$ cat src/rtl/pipe_stage_chain_pkg.sv
// pipe_pkg: control-bundle bit positions and sizing constants for the pipeline-register chain
package pipe_pkg;
    localparam int CTRL_REGWRITE   = 0;
    localparam int CTRL_MEMWRITE   = 1;
    localparam int CTRL_MEMREAD    = 2;
    localparam int CTRL_MEMTOREG   = 3;
    localparam int CTRL_JAL        = 4;
    localparam int CTRL_JUMP       = 5;
    localparam int CTRL_JR         = 6;
    localparam int CTRL_SAD        = 7;
    localparam int CTRL_MOVE       = 8;
    localparam int PIPE_CNT_W      = 16;
    localparam int PIPE_MAX_STAGES = 8;
endpackage

$ cat src/rtl/pipe_stage_chain_slot.sv
// pipe_stage_slot: one elastic register slot; an empty slot always carries zero control
module pipe_stage_slot
    import pipe_pkg::*;
#(
    parameter int DATA_W = 256,
    parameter int CTRL_W = 16
) (
    input  logic              Clk,
    input  logic              Reset,
    input  logic              Flush,
    input  logic              in_valid,
    input  logic [CTRL_W-1:0] in_ctrl,
    input  logic [DATA_W-1:0] in_data,
    input  logic              next_free,
    output logic              valid,
    output logic [CTRL_W-1:0] ctrl,
    output logic [DATA_W-1:0] data,
    output logic              free
);
    assign free = !valid || next_free;
    always_ff @(posedge Clk) begin
        if (Reset) begin
            valid <= 1'b0;
            ctrl  <= '0;
            data  <= '0;
        end else if (Flush) begin
            valid <= 1'b0;
            ctrl  <= '0;
        end else if (free) begin
            valid <= in_valid;
            ctrl  <= in_valid ? in_ctrl : '0;
            if (in_valid) data <= in_data;
        end
    end
endmodule

$ cat src/rtl/pipe_stage_chain.sv
// pipe_stage_chain: elastic valid/stall/flush register chain between execute sub-stages
module pipe_stage_chain
    import pipe_pkg::*;
#(
    parameter int DATA_W = 256,
    parameter int CTRL_W = 16,
    parameter int STAGES = 1
) (
    input  logic                  Clk,
    input  logic                  Reset,
    input  logic                  Stall,
    input  logic                  Flush,
    input  logic                  in_valid,
    input  logic [CTRL_W-1:0]     in_ctrl,
    input  logic [DATA_W-1:0]     in_data,
    output logic                  in_ready,
    output logic                  out_valid,
    output logic [CTRL_W-1:0]     out_ctrl,
    output logic [DATA_W-1:0]     out_data,
    output logic [PIPE_CNT_W-1:0] stall_cnt,
    output logic [PIPE_CNT_W-1:0] flush_cnt
);
    // link k feeds slot k; link STAGES is the chain output
    logic              v [STAGES+1];
    logic [CTRL_W-1:0] c [STAGES+1];
    logic [DATA_W-1:0] d [STAGES+1];
    logic              f [STAGES+1];
    assign v[0]      = in_valid;
    assign c[0]      = in_ctrl;
    assign d[0]      = in_data;
    assign f[STAGES] = !Stall;
    for (genvar i = 0; i < STAGES; i++) begin : g_slot
        pipe_stage_slot #(.DATA_W(DATA_W), .CTRL_W(CTRL_W)) u_slot (
            .Clk       (Clk),
            .Reset     (Reset),
            .Flush     (Flush),
            .in_valid  (v[i]),
            .in_ctrl   (c[i]),
            .in_data   (d[i]),
            .next_free (f[i+1]),
            .valid     (v[i+1]),
            .ctrl      (c[i+1]),
            .data      (d[i+1]),
            .free      (f[i])
        );
    end
    assign in_ready  = f[0];
    assign out_valid = v[STAGES];
    assign out_ctrl  = c[STAGES];
    assign out_data  = d[STAGES];
    always_ff @(posedge Clk) begin
        if (Reset) begin
            stall_cnt <= '0;
            flush_cnt <= '0;
        end else begin
            stall_cnt <= (Stall && out_valid && !(&stall_cnt)) ? stall_cnt + 1'b1 : stall_cnt;
            flush_cnt <= (Flush && !(&flush_cnt)) ? flush_cnt + 1'b1 : flush_cnt;
        end
    end
endmodule
$ cat config.mk
export PLATFORM = sky130hd
export DESIGN_NAME = pipe_stage_chain
export DESIGN_NICKNAME = d
export VERILOG_FILES = /design/src/rtl/pipe_stage_chain_pkg.sv /design/src/rtl/pipe_stage_chain_slot.sv /design/src/rtl/pipe_stage_chain.sv
export SDC_FILE = /design/constraint.sdc
export NUM_CORES = 1
export LEC_CHECK = 0
export CAP_MARGIN = 30
export CELL_PAD_IN_SITES_DETAIL_PLACEMENT = 1
export CELL_PAD_IN_SITES_GLOBAL_PLACEMENT = 2
export CORE_MARGIN = 5
export CORE_UTILIZATION = 27
export CTS_CLUSTER_DIAMETER = 40
export DETAILED_ROUTE_END_ITERATION = 6
export PLACE_DENSITY_LB_ADDON = 0.08
export RECOVER_POWER = 50
export SLEW_MARGIN = 5
export SYNTH_ARGS = -nofsm -noshare
export SYNTH_HDL_FRONTEND = slang
export SYNTH_HIERARCHICAL = 1
export SYNTH_SLANG_ARGS = --single-unit
$ cat constraint.sdc
create_clock -name Clk -period 4.7 [get_ports Clk]
set_input_delay 0.47 -clock Clk [delete_from_list [all_inputs] [get_ports Clk]]
set_output_delay 0.47 -clock Clk [all_outputs]
set_load 0.02 [all_outputs]
==> results.md, run 1 <==
- Status: finished with violations
- Failing checks: max-capacitance violations, max-slew violations
- Largest net degree at the start of global routing: between 150 and 200
- Post-Place Cells: approximately 2,500
- Largest stage delay, worst path: a little under 2000 ps
- Endpoints failing hold: 0
- H-Tree Depth: 3
- Stages on the worst setup path: 4
- Critical Path Source: Reset
- DIE WIDTH: approximately 240 um
- Crit path max-delay family: buffers and inverters
- Clock latency on the worst-skew pair: slightly below 600 ps
- Async SR Flop Fraction: 0
- RR Startpoint: flush_cnt[0]
- Starting density of the core: 0.2723
- Dominant cell type by area after synthesis: dfxtp_1
- Post-CTS setup buffer count: 0
- First-pass GRT wire length: roughly 79,000 um
- CTS tree: yes
- #FFs+latches synth: just over 300
- Hold Crit Class: register to register
- Num rows: 83
- CP Cell Sequence: clkbuf_2, inv_1, o311ai_0, o41ai_1
- Clk slew on worst S/H paths: approximately 50 ps
- Nets@finish: ~2,200
- Hpwl dp: approximately 40,000 um
- WL final: approximately 54,000 um
- WP data required: about 5000 ps
- # IOs: roughly 580
- Core ar.: 51,200 sq um
- Warnings, synthesis: 6
- DRC viols: 0
- Avg Cell Area, Syn: 10.16 sq um
- RePlAce Congestion: around 0.79
- Worst-case reg-to-reg path depth: 5
- Crit path max fanout: ~180
- Final setup vio count: 0
- Worst Skew: roughly 27 ps
- Worst Setup Path Type: input port to register
- CP endpoint: stall_cnt[10]
- Post-route insts no fill: around 2,700
- Synth Cell Area: about 14,000 sq um
- Clock sinks: around 310
- Syn_nets: around 1,700
- Worst path arrival time: 3730 ps
- Setup TNS: 0 ps
- Antenna violations before repair: 13
- VDD IR-drop max: 231.4 uV
- Port buffer count: between 500 and 600
- Cts hold-fix bufs: 0
- Via count: between 10,000 and 15,000
- Pre-Repair DR Iteration Count: 4
- Remaining Overflow, GRT: 0
- Die ar.: roughly 56,000 sq um
- Netlist cell types: between 40 and 50
- Initial DRC Count: ~470
- Max-slew violation count: between 150 and 200
- Inserted Clock Buffers: 71
- FMAX: 295.3 MHz
- Clock Tree Root: clkbuf_16
- Most area-consuming cells after synthesis: dfxtp_1, nand2b_1, mux2i_1
- Die height: 237.2 um
- FF-to-FF setup slack: between 2000 and 3000 ps
- Clk buf depth: 3
- Top_reg_cell synth: dfxtp_1
- CP Buf/Inv Count: 2
- P per Cell Area: around 400 nW/um^2
- Least-Margin Pin Slew: 2932 ps
- Via-to-Cell Ratio: around 4.4
- Worst relative slew slack: -0.9549
- Startpoint Class: input port
- Layout area overhead: 61.38%
- Tot GR Track Use: 0.1809
- Tmin final: between 3000 and 4000 ps
- Yosys top cell area share: 0.4379
- CP Capture Type: register
- Final period util: 0.7206
- Layout cells sized above 1: 0.07361
- MaxCap Viol Count: 1
- Post-route ant nets: 0
- Pleak: roughly 9.1 nW
- Seq/Total Area, Yosys: 0.4379
- Cells after Synth: roughly 1,400
- Post-CTS sizing: 0
- Wire per inst: 20.03 um
- Post-synth EDFFs: 0
- RSZ-0062 raised after global routing: false
- Slowest CP cell: clkbuf_2
- RR Endpoint: flush_cnt[15]
- Vias in the first global route: 12,540
## report_power, final
group	leakage [nW]	switching [mW]	internal [mW]	total, mW
registers	2.49	0.0615	2.72	2.78
clock network	1.23	1.57	3.57	5.14
logic	5.33	0.477	0.560	1.04
total	9.05	2.11	6.85	8.95
## flip-flops by register name, indices dropped and copies added (netlist names)
| name | count |
|---|---|
| flush_cnt | 16 |
| g_slot.u_slot/ctrl | 16 |
| g_slot.u_slot/data | 256 |
| g_slot.u_slot/valid | 1 |
| stall_cnt | 16 |
## routing by layer
metal / vias to the layer above / routed length, um / GRT usage
met3: 93 / 4718 / 0.08296
met4: 12 / 1490 / 0.05790
met1: 5628 / 20660 / 0.1977
met5: - / 80 / 0
met2: 370 / 26820 / 0.3136
li1: 5712 / - / -
## how the worst min path moves through the flow
stage                              start                        end  cells past startpoint
2_1_floorplan  g_slot[0].u_slot/ctrl[10]  g_slot[0].u_slot/ctrl[10]                      2
3_3_place_gp    g_slot[0].u_slot/ctrl[9]   g_slot[0].u_slot/ctrl[9]                      2
3_5_place_dp    g_slot[0].u_slot/ctrl[3]   g_slot[0].u_slot/ctrl[3]                      2
4_1_cts                      in_data[67]  g_slot[0].u_slot/data[67]                      3
5_1_grt                      in_data[57]  g_slot[0].u_slot/data[57]                      3
6_report        g_slot[0].u_slot/ctrl[3]   g_slot[0].u_slot/ctrl[3]                      2
## logic make-up after synthesis
kind of cell,after synthesis,synth area share
buffers and inverters,103,0.05878
muxes,265,0.1908
adders and majority gates,2,0.001795
AOI/OAI and AO/OA,56,0.02630
xor gates and xnor gates,5,0.003141
DFF,305,0.4379
and+or+nand+nor,636,0.2813
## layout make-up
class / instances / area (sq um)
Inverter: 5 / 18.77
Sequential cell: 305 / 6106
Multi-Input combinational cell: 964 / 7023
Fill cell: 5641 / 28700
Timing Repair Buffer: 595 / 5989
Clock buffer: 91 / 2028
Tap cell: 680 / 850.8
Clock inverter: 37 / 466.7
Antenna cell: 7 / 17.52
## tightest hold or removal path, delay by kind of cell (launching register included)
family / cells / cell delay [ps]
flip-flops: 1 / 300
AND/OR/NAND/NOR: 1 / 50
AO/OA/AOI/OAI: 1 / 50
## per-stage QoR
stage | power [mW] | hold WS, ps | util | area, sq um | worst slack, ps
after CTS | 9.171 | 417.9 | 0.4394 | 22500 | 1418
final | 8.955 | 453.2 | 0.4395 | 22500 | 1313
after global placement | 3.898 | 438.8 | 0.3907 | 20000 | 1516
after global routing | 9.319 | 425.9 | 0.4394 | 22500 | 802.6
after floorplan | 3.362 | 528.3 | - | 13940 | 2739
after detailed placement | 3.915 | 449.4 | 0.3907 | 20000 | 1464
## placed cells by master (no fill, tap or decap), types with 8 or more instances in the layout
cell and n:
nand2b_1 512, clkdlybuf4s50_1 324, dfxtp_1 305, mux2i_1 259
dlygate4sd3_1 257, clkbuf_16 76, a21oi_1 30, nand2_1 26
nand3_1 26, nor2_1 19, clkinv_2 19, bufinv_16 10
nand4_1 9, clkbuf_1 9, o21ai_0 8, or3_1 8
## cell usage after synthesis (3+ instances only)
library cell / n
dfxtp_1: 305
or3_1: 8
nand4_1: 9
a21oi_1: 30
mux2i_1: 259
nor2b_1: 7
buf_12: 22
buf_8: 5
nor3_1: 3
mux2_2: 6
xor2_1: 4
o31ai_1: 3
nor2_1: 19
clkbuf_1: 63
inv_1: 4
nand2b_1: 512
nand3_1: 26
and3_1: 3
nand2_1: 26
o21ai_0: 8
or4_1: 5
and4_1: 5
o41ai_1: 5
Power figures use the tool's default switching activity.
==> run 2, diff against run 1 <==
Settings changed: CORE_UTILIZATION 27 to 23.
Clock period 4.7 ns to 2.9 ns, I/O delays scaled along.
==> run 2 against run 1 <==
  * The run now ends clean
  * Via count decreased by 0.26%
  * Utilization decreased by 6.3 points
  * Worst hold slack worse by 300 ps
  * Register-to-register slack worse by 2100 ps
  * Sequential power rose by 62%
  * Power rose by 64%
  * Routed wire length rose by 0.37%
==> results.md, run 2 (synthesis gave the netlist of run 1 again) <==
- Vias in the first global route: about 13,000
- Layout cells sized above 1: 0.07150
- Tmin final: 2484 ps
- Pre-Repair DR Iteration Count: 4
- Post-route insts no fill: ~2,800
- Hold Crit Class: input port to register
- Post-CTS setup buffer count: 0
- Setup TNS: 0 ps
- RR Endpoint: stall_cnt[0]
- Hpwl dp: about 40,000 um
- # IOs: 583
- Crit path max fanout: 9
- Via count: between 10,000 and 15,000
- Num rows: 90
- Dpl ws: approximately 420 ps
- Clock Tree Root: clkbuf_16
- WP data required: ~3400 ps
- Post-route ant nets: 0
- Cts hold-fix bufs: 0
- Die ar.: roughly 66,000 sq um
- DIE WIDTH: between 200 and 300 um
- VDD IR-drop max: 371.0 uV
- Number of fill cells: between 6,000 and 7,000
- FF-to-FF setup slack: 420 ps
- Worst relative slew slack: 0.2050
- Layout area overhead: 62.82%
- RSZ-0062 raised after global routing: false
- Die height: approximately 260 um
- Tot GR Track Use: 0.1574
- MaxCap Viol Count: 0
- RR Startpoint: stall_cnt[0]
- Starting density of the core: 0.2314
- Port buffer count: slightly below 600
- FMAX: 402.6 MHz
- Wire per inst: 19.37 um
- RePlAce Congestion: 0.7546
- CP Capture Type: register
- Clock latency on the worst-skew pair: about 570 ps
- WL final: 53,970 um
- Antenna violations before repair: 12
- DRC viols: 0
- Via-to-Cell Ratio: 4.228
- Final setup vio count: 0
- Pleak: 8.910 nW
- Inserted Clock Buffers: between 70 and 80
- Worst Skew: between 15 and 20 ps
- Most frequent cells in the layout: nand2b_1, clkdlybuf4s50_1, dfxtp_1
- Nets@finish: 2,226
- Post-Place Cells: roughly 2,700
- Largest net degree at the start of global routing: 117
- CTS tree: yes
- Storage cell area: 6106 sq um
- Initial DRC Count: 507
- Worst path arrival time: roughly 2900 ps
- Endpoints failing hold: 0
- Max-slew violation count: 0
- HP Start: Reset
- First-pass GRT wire length: around 80,000 um
- H-Tree Depth: 3
- Post-CTS sizing: 0
- Clock sinks: ~310
- Worst-case reg-to-reg path depth: 5
- Worst Setup Path Type: register to register
- Worst hold path depth: 2
- Hold endpoint: stall_cnt[3]
- Largest register FFs: about 260
- Clk slew on worst S/H paths: roughly 40 ps
- Setup WS post-layout: slightly above 400 ps
- Most common cell after layout, fill and taps aside: nand2b_1
- Final period util: 0.8566
- Status: complete, no violations
- Remaining Overflow, GRT: 0
- Largest Register: g_slot.u_slot/data
- Startpoint Class: register
- Least-Margin Pin Slew: 1182 ps
- P per Cell Area: approximately 650 nW/um^2
- Clk buf depth: 3
- Core ar.: ~60,000 sq um
- Area of the multi-input gates: 6982 sq um
[run 2: cell count changes in the layout (fill, tap and decap cells not counted), sizes merged, moves of 2 or more]
cell / delta
clkinvlp: -4
clkinv: -9
dlygate4sd3: -53
diode: -2
clkbuf: +12
buf: +4
clkdlybuf4s50: +53
[run 2: metrics by stage]
step | hold WS, ps | total power, mW | utilization | area (sq um)
after floorplan | 445.3 | 5.448 | - | 13940
after global placement | 438.0 | 6.344 | 0.3353 | 20200
after detailed placement | 449.2 | 6.369 | 0.3353 | 20200
after CTS | 147.7 | 15.06 | 0.3773 | 22730
after global routing | 198.2 | 15.31 | 0.3766 | 22690
final | 155.3 | 14.69 | 0.3768 | 22700
[run 2: power by group]
| part | internal (mW) | leakage [nW] | switching, mW |
|---|---|---|---|
| clock | 5.91 | 1.25 | 2.57 |
| sequential | 4.40 | 2.49 | 0.101 |
| combinational | 0.920 | 5.17 | 0.780 |
| total | 11.2 | 8.91 | 3.45 |
[run 2: routing by layer]
metal	GRT usage	vias up	wire length [um]	share of wire
met3	0.07595	96	5024	0.093
li1	-	5731	-	-
met4	0.05037	14	1567	0.029
met2	0.2711	356	26640	0.49
met5	0	-	92	0.0017
met1	0.1708	5587	20650	0.38
[run 2: worst max-delay path by stage]
| stage | from | end | slack, ps | depth (start not counted) |
|---|---|---|---|---|
| finish | stall_cnt[0] | stall_cnt[0] | 420 | 5 |
| global route | stall_cnt[0] | stall_cnt[2] | 100 | 5 |
| CTS | g_slot[0].u_slot/valid | in_ready | 330 | 3 |
| detailed placement | Stall | g_slot[0].u_slot/data[68] | 420 | 7 |
| global placement | Stall | g_slot[0].u_slot/data[106] | 480 | 7 |
| floorplan | flush_cnt[0] | flush_cnt[15] | 940 | 5 |
[run 2: cell type report]
cell class / count / area share
inverter: 5 / 0.0008268
timing repair buffer: 598 / 0.2675
tap: 782 / 0.04310
sequential: 305 / 0.2690
antenna: 5 / 0.0005512
multi-input combinational: 964 / 0.3076
clock buffer: 104 / 0.09502
clock inverter: 24 / 0.01648
[run 2: worst max-delay path, stage by stage, from the launching register on]
cell and delay, ps:
dfxtp_1 420, ha_1 260, nand3_1 120, nor4_1 970, nor2b_1 260, mux2_2 340
==> patch: new RTL, config.mk and constraints of run 2 <==
The package constant `PIPE_CNT_W` goes from 16 to 24.
--- a/src/rtl/pipe_stage_chain_pkg.sv
+++ b/src/rtl/pipe_stage_chain_pkg.sv
@@ -11,3 +11,3 @@
     localparam int CTRL_MOVE       = 8;
-    localparam int PIPE_CNT_W      = 16;
+    localparam int PIPE_CNT_W      = 24;
     localparam int PIPE_MAX_STAGES = 8;
Ports: changed (resized flush_cnt and stall_cnt); port bits go from 583 to 599. The function was not compared with the original's and may differ.
==> patch against run 2 <==
  * Global-route usage rose by 0.78 points
  * Worst setup slack got worse by 0.022 ns
  * Sequential power grew 5.1%
  * Sequential cell count rose by 16
  * Routed wire length rose by 12%
  * Synthesized area up 6.5%
  * Power increased by 11%
  * Cell area increased by 7.1%
  * Critical path type unchanged
  * Critical endpoint is now g_slot[0].u_slot/data[216]
  * Largest cell class unchanged
  * Highest routed layer unchanged
==> patch: results <==
group,metric,value,unit
status,status,"completed",
pwr,ir_worst_vdd,0.409,mV
yosys,synthArstFlopShare,0,%
finish,drive_above_1_share,8.43,%
sta,skew,0.0202,ns
routing,num_vias,12713,
yosys,yosys.area_share.xor_xnor,1.24,%
global_route,grt_pass1_wl,88.9,mm
sta,worst_pin_slew,1.14,ns
global_route,grt_pass1_vias,13578,
pwr,leakagePower,9.15,nW
global_route,antenna_found_initial,13,
yosys,synthMuxAreaShare,17.8,%
worst_setup_path,crit_arrival,3.02,ns
worst_setup_path,path_max_fanout,84,
yosys,synth_warnings,6,
placed_design,routabilityCongestion,0.749,
yosys,synth_area_leaders,"dfxtp_1 (43%), nand2b_1 (22%), mux2i_1 (17%)",
routing,drt_iter0_markers,502,
yosys,yosysSeqAreaShare,43.3,%
yosys,yosysUniqueCellTypes,61,
finish,finalNetCount,2374,
placed_design,dpl.cell_count,2865,
placed_design,port_buffers,598,
worst_setup_path,cp_slowest_cell,"buf_6",
routing,wl,60.2,mm
yosys,ys.flop_type,"dfxtp_1",
worst_setup_path,slowest_delay,0.84,ns
global_route,grt_usage,16.5,%
yosys,synth_nets,1768,
global_route,grt_start_max_net_pins,113,
routing,post_drt_wl_per_cell,20.0,µm
cts,clk_latency,0.61,ns
yosys,synth_adder_area_share,0.169,%
yosys,synth_top_cells_by_count,"nand2b_1 (512), dfxtp_1 (321), mux2i_1 (259), clkbuf_1 (64)",
yosys,synth_compound_area_share,2.59,%
placed_design,hpwlAfterDp,45.2,mm
cts,postCtsSetupBuffers,0,
finish,reg_top3,"g_slot.u_slot/data x256, flush_cnt x24, stall_cnt x24",
yosys,synth_cells,1489,
cts,cts_buffers,83,
patch: stage by stage:
stage / setup WS, ns / hold WS [ns] / util, % / total power [W] / area [µm²]
6_report: 0.394 / 0.105 / 37.8 / 0.0163 / 24300
5_1_grt: 0.177 / 0.101 / 37.8 / 0.0170 / 24300
4_1_cts: 0.392 / 0.101 / 38.0 / 0.0167 / 24400
3_5_place_dp: 0.516 / 0.454 / 33.3 / 0.00661 / 21400
3_3_place_gp: 0.529 / 0.441 / 33.3 / 0.00659 / 21400
2_1_floorplan: 0.745 / 0.445 / - / 0.00568 / 14800
patch: cells by family after synthesis:
kind of cell | after synthesis
fa+ha+maj | 2
buf+inv | 111
compound gates | 66
flops | 321
xor+xnor | 21
simple gates | 704
mux | 264
patch: final timing paths:
| kind | depth (start not counted) | endpoint | slack [ns] | startpoint |
|---|---|---|---|---|
| setup / recovery | 4 | g_slot[0].u_slot/data[216] | 0.39 | g_slot[0].u_slot/valid |
| hold / removal | 2 | stall_cnt[14] | 0.10 | Reset |
| setup reg to reg | 4 | g_slot[0].u_slot/data[216] | 0.39 | g_slot[0].u_slot/valid |
| hold reg to reg | 2 | g_slot[0].u_slot/ctrl[4] | 0.46 | g_slot[0].u_slot/ctrl[4] |
patch: power breakdown:
part           total, W  internal (W)  switching [W]
clock network   0.00986       0.00693        0.00293
registers       0.00473       0.00463       0.000105
logic           0.00174      0.000946       0.000794
total            0.0163        0.0125        0.00383
patch: layer usage:
layer	global-route usage (%)	part of all wire, %	vias up
met5	0	0.17	-
met4	5.69	3.0	16
met3	7.09	8.1	117
met2	27.8	49	363
met1	18.8	40	6038
li1	-	-	6179
patch: final cells by class:
type | count | area (µm²)
inverter | 7 | 26.3
antenna | 4 | 10.0
fill | 7114 | 39900
multi-input combinational | 1057 | 7520
clock inverter | 37 | 633
sequential | 321 | 6430
tap | 855 | 1070
clock buffer | 111 | 2360
timing repair buffer | 625 | 6260
patch: worst max-delay path, delay by kind of cell (launching register included):
| kind | cells | cell delay, ns |
|---|---|---|
| and+or+nand+nor | 2 | 0.79 |
| DFF | 1 | 0.35 |
| buffers and inverters | 1 | 0.84 |
| muxes | 1 | 0.29 |
